<file path="config.mk">
export PLATFORM = sky130hd
export DESIGN_NAME = loop_fixpoint_iter_flat
export DESIGN_NICKNAME = d
export VERILOG_FILES = /design/src/rtl/loop_fixpoint_iter_if.sv /design/src/rtl/loop_fixpoint_iter.sv /design/src/flat_wrapper.sv
export SDC_FILE = /design/constraint.sdc
export NUM_CORES = 1
export LEC_CHECK = 0
export CAP_MARGIN = 5
export CORE_AREA = 8 8 45 47
export CTS_CLUSTER_SIZE = 25
export DETAILED_ROUTE_END_ITERATION = 6
export DIE_AREA = 0 0 53 55
export HOLD_SLACK_MARGIN = 0.12
export PLACE_DENSITY_LB_ADDON = 0.25
export SLEW_MARGIN = 20
export SYNTH_ARGS = -nofsm -noshare
export SYNTH_HDL_FRONTEND = slang
export SYNTH_SLANG_ARGS = --single-unit
</file>
<file path="constraint.sdc">
create_clock -name clk -period 1.43 [get_ports clk]
set_input_delay 0.2145 -clock clk [delete_from_list [all_inputs] [get_ports clk]]
set_output_delay 0.2145 -clock clk [all_outputs]
set_load 0.05 [all_outputs]
</file>
<file path="src/rtl/loop_fixpoint_iter_if.sv">
//------------------------------------------------------------------------------
// Module  : loop_fixpoint_iter_if
// Purpose : Request/result bundle for the bounded fixed-point loop iterator.
// Revision: 1.0  initial release
//------------------------------------------------------------------------------
`default_nettype none

interface loop_fixpoint_iter_if #(
  parameter int WIDTH    = 2,
  parameter int MAX_ITER = 8,
  parameter int CNT_W    = $clog2(MAX_ITER + 1)
);
  logic             start_i;
  logic [WIDTH-1:0] a_i;
  logic             abort_i;
  logic             ready_o;
  logic             done_o;
  logic [WIDTH-1:0] b_o;
  logic [WIDTH-1:0] c_o;
  logic             converged_o;
  logic [CNT_W-1:0] iters_o;

  modport master (
    output start_i, a_i, abort_i,
    input  ready_o, done_o, b_o, c_o, converged_o, iters_o
  );

  modport slave (
    input  start_i, a_i, abort_i,
    output ready_o, done_o, b_o, c_o, converged_o, iters_o
  );
endinterface

`default_nettype wire

</file>
<file path="src/rtl/loop_fixpoint_iter.sv">
//------------------------------------------------------------------------------
// Module  : loop_fixpoint_iter
// Purpose : Registered, bounded evaluation of the feedback loop c = b; b = c + STEP.
// Revision: 1.0  initial release
//------------------------------------------------------------------------------
`default_nettype none

module loop_fixpoint_iter #(
  parameter int WIDTH    = 2,
  parameter int STEP     = 1,
  parameter int MAX_ITER = 8,
  parameter int CNT_W    = $clog2(MAX_ITER + 1)
) (
  input  logic                 clk,
  input  logic                 rst_n,
  loop_fixpoint_iter_if.slave  bus
);

  localparam logic [WIDTH-1:0] STEP_W    = WIDTH'(STEP);
  localparam logic [CNT_W-1:0] ITER_LIM  = CNT_W'(MAX_ITER);

  typedef enum logic [1:0] {
    S_IDLE = 2'd0,
    S_ITER = 2'd1,
    S_DONE = 2'd2
  } state_t;

  state_t           state;
  state_t           state_nxt;
  logic [WIDTH-1:0] b_q;
  logic [WIDTH-1:0] c_q;
  logic [CNT_W-1:0] iters_q;
  logic             conv_q;

  logic [WIDTH-1:0] nb;
  logic [CNT_W-1:0] iters_inc;
  logic             fixed_pt;
  logic             at_limit;

  // The next c is the current b, so the fixed point needs nb==b and b==c.
  assign nb        = b_q + STEP_W;
  assign iters_inc = iters_q + CNT_W'(1);
  assign fixed_pt  = (nb == b_q) && (b_q == c_q);
  assign at_limit  = (iters_inc == ITER_LIM);

  always_comb begin
    state_nxt = state;
    case (state)
      S_IDLE: if (bus.start_i) state_nxt = S_ITER;
      S_ITER: begin
        if (bus.abort_i)                state_nxt = S_IDLE;
        else if (fixed_pt || at_limit)  state_nxt = S_DONE;
      end
      S_DONE:  state_nxt = S_IDLE;
      default: state_nxt = S_IDLE;
    endcase
  end

  always_ff @(posedge clk or negedge rst_n) begin
    if (!rst_n) begin
      state   <= S_IDLE;
      b_q     <= '0;
      c_q     <= '0;
      iters_q <= '0;
      conv_q  <= 1'b0;
    end else begin
      state <= state_nxt;
      if (state == S_IDLE && bus.start_i) begin
        // Seeding c with ~a guarantees the first evaluation cannot look converged.
        b_q     <= bus.a_i;
        c_q     <= ~bus.a_i;
        iters_q <= '0;
        conv_q  <= 1'b0;
      end else if (state == S_ITER) begin
        b_q     <= nb;
        c_q     <= b_q;
        iters_q <= iters_inc;
        conv_q  <= fixed_pt && !bus.abort_i;
      end
    end
  end

  assign bus.ready_o     = (state == S_IDLE);
  assign bus.done_o      = (state == S_DONE);
  assign bus.b_o         = b_q;
  assign bus.c_o         = c_q;
  assign bus.converged_o = conv_q;
  assign bus.iters_o     = iters_q;

endmodule

`default_nettype wire

</file>
<file path="src/flat_wrapper.sv">
// flat-port wrapper written by rule: the top's interface ports become plain ports
module loop_fixpoint_iter_flat 
#(
  parameter int WIDTH    = 2,
  parameter int STEP     = 1,
  parameter int MAX_ITER = 8,
  parameter int CNT_W    = $clog2(MAX_ITER + 1)
)
  (clk, rst_n, bus_start_i, bus_a_i, bus_abort_i, bus_ready_o, bus_done_o, bus_b_o, bus_c_o, bus_converged_o, bus_iters_o);
  loop_fixpoint_iter_if #(.WIDTH(WIDTH), .MAX_ITER(MAX_ITER), .CNT_W(CNT_W)) bus_i ();
  input  logic clk;
  input  logic rst_n;
  input wire logic [$bits(bus_i.start_i)-1:0] bus_start_i;
  input wire logic [$bits(bus_i.a_i)-1:0] bus_a_i;
  input wire logic [$bits(bus_i.abort_i)-1:0] bus_abort_i;
  output wire logic [$bits(bus_i.ready_o)-1:0] bus_ready_o;
  output wire logic [$bits(bus_i.done_o)-1:0] bus_done_o;
  output wire logic [$bits(bus_i.b_o)-1:0] bus_b_o;
  output wire logic [$bits(bus_i.c_o)-1:0] bus_c_o;
  output wire logic [$bits(bus_i.converged_o)-1:0] bus_converged_o;
  output wire logic [$bits(bus_i.iters_o)-1:0] bus_iters_o;
  assign bus_i.start_i = bus_start_i;
  assign bus_i.a_i = bus_a_i;
  assign bus_i.abort_i = bus_abort_i;
  assign bus_ready_o = bus_i.ready_o;
  assign bus_done_o = bus_i.done_o;
  assign bus_b_o = bus_i.b_o;
  assign bus_c_o = bus_i.c_o;
  assign bus_converged_o = bus_i.converged_o;
  assign bus_iters_o = bus_i.iters_o;
  loop_fixpoint_iter #(.WIDTH(WIDTH), .STEP(STEP), .MAX_ITER(MAX_ITER), .CNT_W(CNT_W)) u_core (.clk(clk), .rst_n(rst_n), .bus(bus_i));
endmodule
</file>
==> results of run 1 <==
[synth_stat cells]
| cell type | count | area share [%] |
|---|---|---|
| nor3b_2 | 1 | 2.3 |
| inv_1 | 2 | 1.4 |
| buf_2 | 1 | 0.91 |
| buf_6 | 1 | 2.0 |
| xnor2_1 | 1 | 1.6 |
| nor2b_1 | 3 | 3.4 |
| o211ai_1 | 1 | 1.4 |
| conb_1 | 1 | 0.68 |
| or3_1 | 1 | 1.1 |
| nor4b_1 | 1 | 1.6 |
| nand2b_4 | 1 | 2.5 |
| ha_1 | 1 | 2.3 |
| o21bai_2 | 1 | 2.0 |
| a221oi_2 | 1 | 2.7 |
| nand2b_1 | 2 | 2.3 |
| a22o_1 | 1 | 1.6 |
| nand3_1 | 3 | 2.7 |
| dfrtp_1 | 10 | 45 |
| nand2_1 | 8 | 5.4 |
| a31oi_1 | 1 | 1.1 |
| a21oi_1 | 2 | 1.8 |
| a2bb2oi_1 | 1 | 1.6 |
| nor3b_1 | 1 | 1.4 |
| mux2_2 | 1 | 2.0 |
| o21ai_0 | 5 | 4.5 |
| o22a_1 | 1 | 1.6 |
| buf_4 | 1 | 1.4 |
| nor2_1 | 2 | 1.4 |
[layer usage]
layer | up-vias | share of wire (%) | track usage [%]
li1 | 229 | - | -
met1 | 241 | 36 | 9.89
met2 | 13 | 55 | 18.2
met3 | 5 | 6.2 | 5.35
met4 | 0 | 2.6 | 6.47
met5 | - | 0 | 0
[metrics by stage]
stage / total power (W) / setup slack (ps) / utilization, % / area, um^2
6_report: 0.00174 / 111 / 62.1 / 860
5_1_grt: 0.00183 / 56.6 / 62.1 / 860
4_1_cts: 0.00176 / 91.0 / 62.1 / 860
3_5_place_dp: 0.00149 / 61.3 / 58.8 / 813
3_3_place_gp: 0.00148 / 93.3 / 58.8 / 813
2_1_floorplan: 0.00100 / 71.0 / - / 559
[cells by family (layout without fill, tap and decap cells)]
family / after synthesis / count (layout)
adders and majority gates: 1 / 1
xor gates and xnor gates: 1 / 1
DFF: 10 / 10
AOI/OAI and AO/OA: 14 / 14
buffers and inverters: 5 / 23
other: 1 / 1
muxes: 1 / 1
and+or+nand+nor: 23 / 23
[state kept, by name (all words and copies together), names as in the netlist]
| register | flops |
|---|---|
| u_core.bus.iters_o | 4 |
| u_core.bus.c_o | 2 |
| u_core.state | 2 |
| u_core.bus.b_o | 2 |
[cell type report]
class | count | share of cell area, %
clock buffers | 4 | 4.22
inverters | 2 | 0.873
multi-input cells | 41 | 32.0
flip-flops and latches | 10 | 29.7
well taps | 16 | 2.33
repair buffers | 17 | 30.9
[repair_timing]
action / in CTS / in global routing
resized for setup: 2 / 0
setup buffers: 1 / 0
setup endpoints to repair: 2 / 0
[worst reg2reg max path, stage by stage, from the launching register on]
cell and delay [ps]:
dfrtp_2 410, buf_4 180, o21bai_2 320, a21oi_1 80, o22a_1 190
[cell usage in the layout (no fill, tap or decap), types with 2 or more instances in the layout]
cell	n
a21oi_1	2
buf_12	10
buf_4	2
clkbuf_4	3
clkdlybuf4s50_1	5
dfrtp_1	6
dfrtp_2	4
inv_1	2
nand2_1	8
nand2b_1	2
nand3_1	3
nor2b_1	2
o21ai_0	5
[path summary, 6_finish.rpt]
kind | from | slack (ps) | end | depth (start not counted)
worst max register to register | u_core.state[0] | 150 | u_core.bus.b_o[1] | 4
worst min register to register | u_core.state[1] | 550 | u_core.state[0] | 1
worst min-delay path | rst_n | 260 | u_core.bus.b_o[0] | 1
min in group clk | bus_abort_i | 530 | u_core.state[1] | 2
max in group asynchronous | rst_n | 840 | u_core.bus.iters_o[0] | 1
worst max-delay path | u_core.state[0] | 110 | bus_done_o | 3
[power by group through the flow]
stage	clock, W	combinational (W)	sequential [W]
3_5_place_dp	0	0.000942	0.000551
5_1_grt	0.000268	0.00101	0.000554
6_report	0.000250	0.000959	0.000527
4_1_cts	0.000260	0.000971	0.000531
3_3_place_gp	0	0.000932	0.000550
2_1_floorplan	0	0.000232	0.000768
==> results.md, run 1 <==
* CP cell instances: buf_4 -> nor2b_2 -> buf_12
* Final count of negative-setup-slack endpoints at 0
* Clk_skew at 2.87 ps
* Power per cell area at 2020 mW/mm^2
* WP data arrival at 1100 ps
* Simple-gate portion of the synthesized area at 24.0%
* Min Hold Slack at between 200 and 300 ps
* Final hold violations at 0
* Area grow syn2layout at 55.8%
* RSZ-0062 raised after global routing: false
* Hold buffers post-CTS at 0
* Post-Synth XOR/XNOR Area at under 10%
* Critical path class: flip-flop to output pin
* H-tree depth at 1
* Psw at 0.000734 W
* Post-Syn Nets at 63
* Root buf cell: clkbuf_4
* Crit-path slowest cell: dfrtp_2
* Max-slew violation count at 0
* Post-route minimum period at about 1300 ps
* CTS Buffer Depth at 2
* # clock sinks at 10
* Fmax at ~760 MHz
* Register area share after synthesis at 45.4%
* DPL Wire Length at 984 um
* CTS clock-pin slew for the worst setup and hold paths at 60 ps
* Max-cap violations at 0
* Routed len/inst at 14.0 um
* CP top delay family: flip-flops
* Critical Path End Type: output pin
* Initial antenna violation count at 0
* Grt ovf at 0
* Final instance count without filler cells at 90
* Clock Latency Late Sink at ~270 ps
* Die height at 55 um
* Fin nets at 82
* Synthesized instance count at 56
* Switch share at roughly 42%
* CP max stage delay at between 400 and 500 ps
* Post-Syn Area at 552 um^2
* Post-route ant nets at 0
* Proportion of layout cells with a drive suffix above 1 at 36.5%
* Seq pwr share at 30.4%
* Starting DRT DRC Count at 15
* Outcome: finished clean
* Routability Congestion at 0.738
* Post-synthesis mux area share at 2.04%
* Die area at 0.00292 mm^2
* Sum Neg Setup Slack at 0 ps
* CTS tree: yes
* Post-Synth Adder-Cell Area at 2.27%
* Die Width at roughly 53 um
* Leak Pwr at 0.358 nW
* Synth cell types at 28
* Compound-Gate Fraction of Synth Area at 18.4%
* TritonRoute pass-1 iters at 4
* Initial Utilization at 39.9%
* #FFs+latches synth at 10
* Global-route wire length before repair at between 2000 and 2500 um
* Vias in the first global route at 499
* Multi-input gate area at 275 um^2
* Hold/Removal Path Class: input port to async pin
* Residual DRC count at 0
* Mean Syn Cell Area at 9.85 um^2
* Synth warn at 0
* Sequential Area at 255 um^2
* DP Cell Count at 85
* Cell row count at 14
* Ports at 17
* Final wirelength at 1260 um
* Largest family of logic cells by synthesized area: simple AND/OR/NAND/NOR gates
* Comb pwr share at 55.2%
* CTS Buf Count at 3
* Ant. Diodes at 0
* Worst endpoint required time at approximately 1200 ps
* Vias per std cell at 5.42
* P_int at 0.00100 W
* Worst vdd ir at 0.000917 V
* Gr usage total at 10.6%
* IO Port Bufs at 15
* Critical path buffer and inverter count at 2
* Layout fillers at 130
* Worst Setup Start Kind: flip-flop
* Post-route clock period utilization at between 90% and 100%
* Largest net degree at the start of global routing at 13
* Via Count at ~490
* Clock power share at ~14%
* Critical Path Fanout Max at 2
* Core Area at 0.00138 mm^2
Note: power is estimated with default switching activity, not from simulation.
==> run 2: changes to the inputs <==
- MAX_ROUTING_LAYER: default -> met4
==> run 2 against run 1 <==
Net effect:
- combinational power hardly changed
- largest cell class unchanged
- worst hold slack hardly changed
- cell count stayed put
- final area stayed put
- maximum frequency hardly changed
- highest routed layer unchanged
- flip-flop and latch count stayed put
- first-iteration DRC count stayed put
- sequential power hardly changed
- global-route usage is 0.32 points higher
- non-clock buffer count stayed put
- critical path depth stayed put
- clock skew hardly changed
==> results.md, run 2 (synthesis gave the netlist of run 1 again) <==
* Cell row count at 14 (unchanged)
* Power per cell area at 2020 mW/mm^2 (about the same)
* Worst Setup Start Kind: flip-flop (unchanged)
* Die Width at 53 um (unchanged)
* Layout fillers at 130 (unchanged)
* CTS tree: yes (unchanged)
* Fin nets at 82 (unchanged)
* Vias per std cell at 5.42 (unchanged)
* Crit-path slowest cell: dfrtp_2 (unchanged)
* Worst vdd ir at 0.000917 V (about the same)
* CP cell instances: buf_4 -> nor2b_2 -> buf_12 (unchanged)
* Critical Path Source: u_core.state[0] (unchanged)
* Clk_skew at 2.88 ps (was 2.87 ps)
* Most common cell after layout, fill and taps aside: buf_12 (unchanged)
* # clock sinks at 10 (unchanged)
* Starting DRT DRC Count at 15 (unchanged)
* Critical Path End Type: output pin (unchanged)
* Sequential Area at 255 um^2 (unchanged)
* Largest net degree at the start of global routing at 13 (unchanged)
* IO Port Bufs at 15 (unchanged)
* TritonRoute pass-1 iters at 4 (unchanged)
* Via Count at 488 (unchanged)
* CTS clock-pin slew for the worst setup and hold paths at 60 ps (about the same)
* Post-route clock period utilization at 92.3% (about the same)
* Residual DRC count at 0 (unchanged)
* Critical path buffer and inverter count at 2 (unchanged)
* Largest register FFs at 4 (unchanged)
* Post-route minimum period at 1320 ps (about the same)
* Core Util, Final at 62.1% (unchanged)
* Leak Pwr at 0.358 nW (unchanged)
* Initial Utilization at 39.9% (unchanged)
* Vias in the first global route at 499 (unchanged)
* Clock Latency Late Sink at 270 ps (about the same)
* Ports at 17 (unchanged)
* Global-route wire length before repair at 2170 um (was 2180 um)
* CP top delay family: flip-flops (unchanged)
* Fmax at 758 MHz (about the same)
* Critical Path Fanout Max at 2 (unchanged)
* WP data arrival at 1100 ps (about the same)
* Initial antenna violation count at 0 (unchanged)
* Root buf cell: clkbuf_4 (unchanged)
* Routed len/inst at 14.0 um (about the same)
* Outcome: finished clean (unchanged)
* Multi-input gate area at 275 um^2 (unchanged)
* Max-slew violation count at 0 (unchanged)
* Ant. Diodes at 0 (unchanged)
* Hold/Removal Path Class: input port to async pin (unchanged)
* CTS Buf Count at 3 (unchanged)
* Die area at 0.00292 mm^2 (unchanged)
* Critical path class: flip-flop to output pin (unchanged)
* RSZ-0062 raised after global routing: false (unchanged)
* Gr usage total at 10.9% (was 10.6%)
* Sum Neg Setup Slack at 0 ps (unchanged)
* Post-route ant nets at 0 (unchanged)
* Final wirelength at 1260 um (about the same)
* Hold buffers post-CTS at 0 (unchanged)
* Die height at 55 um (unchanged)
* Min Hold Slack at 258 ps (about the same)
* Worst endpoint required time at 1220 ps (about the same)
* CP max stage delay at 410 ps (about the same)
* Proportion of layout cells with a drive suffix above 1 at 36.5% (unchanged)
* Final hold violations at 0 (unchanged)
* R2r startpoint: u_core.state[0] (unchanged)
* Grt ovf at 0 (unchanged)
* Most frequent cells in the layout: buf_12 (10), nand2_1 (8), dfrtp_1 (6) (unchanged)
* CTS Buffer Depth at 2 (unchanged)
* Core Area at 0.00138 mm^2 (unchanged)
* Max-cap violations at 0 (unchanged)
* Routability Congestion at 0.747 (was 0.738)
* H-tree depth at 1 (unchanged)
* Area grow syn2layout at 55.8% (unchanged)
* DPL Wire Length at 984 um (unchanged)
* Final count of negative-setup-slack endpoints at 0 (unchanged)
==> run 2: power by group <==
group	leakage (nW)	switching (W)	internal, W
registers	0.120	0.000151	0.000376
clock network	0.0210	0.0000955	0.000155
logic	0.217	0.000487	0.000471
==> run 2: per-layer routing <==
metal | up-vias | global-route usage (%) | wire [um]
li1 | 229 | - | -
met1 | 241 | 10.2 | 459
met2 | 13 | 18.2 | 697
met3 | 5 | 4.81 | 71
met4 | 0 | 6.47 | 32
met5 | - | - | 0
==> run 2: worst paths after layout <==
check / endpoint / slack [ps] / cells after the start
worst max-delay path: bus_done_o / 110 / 3
worst min-delay path: u_core.bus.b_o[0] / 260 / 1
worst max register to register: u_core.bus.b_o[1] / 150 / 4
worst min register to register: u_core.state[0] / 550 / 1
max in group asynchronous: u_core.bus.iters_o[0] / 840 / 1
min in group clk: u_core.state[1] / 530 / 2
==> run 2: what timing repair did <==
item / in CTS / in global routing
resized for setup: 2 / 0
endpoints found under the setup margin: 2 / 0
setup buffers: 1 / 0
==> run 2: cell type report <==
class	count	share of cell area [%]
clock buffers	4	4.22
well taps	16	2.33
multi-input cells	41	32.0
flip-flops and latches	10	29.7
inverters	2	0.873
repair buffers	17	30.9
==> run 2: per-stage QoR <==
| stage | worst slack, ps | power [W] | instance area, um^2 | instances |
|---|---|---|---|---|
| floorplan | 71.0 | 0.00100 | 559 | 56 |
| global placement | 93.3 | 0.00148 | 813 | 85 |
| detailed placement | 61.3 | 0.00149 | 813 | 85 |
| CTS | 91.0 | 0.00176 | 860 | 90 |
| global route | 56.6 | 0.00183 | 860 | 90 |
| finish | 111 | 0.00174 | 860 | 90 |
==> run 3: changes to the inputs <==
- GPL_ROUTABILITY_DRIVEN: default -> 1
- HOLD_SLACK_MARGIN: 0.12 -> 0.06
==> results of run 3 <==
Final layout, timing and power as in run 2 (identical DEF).
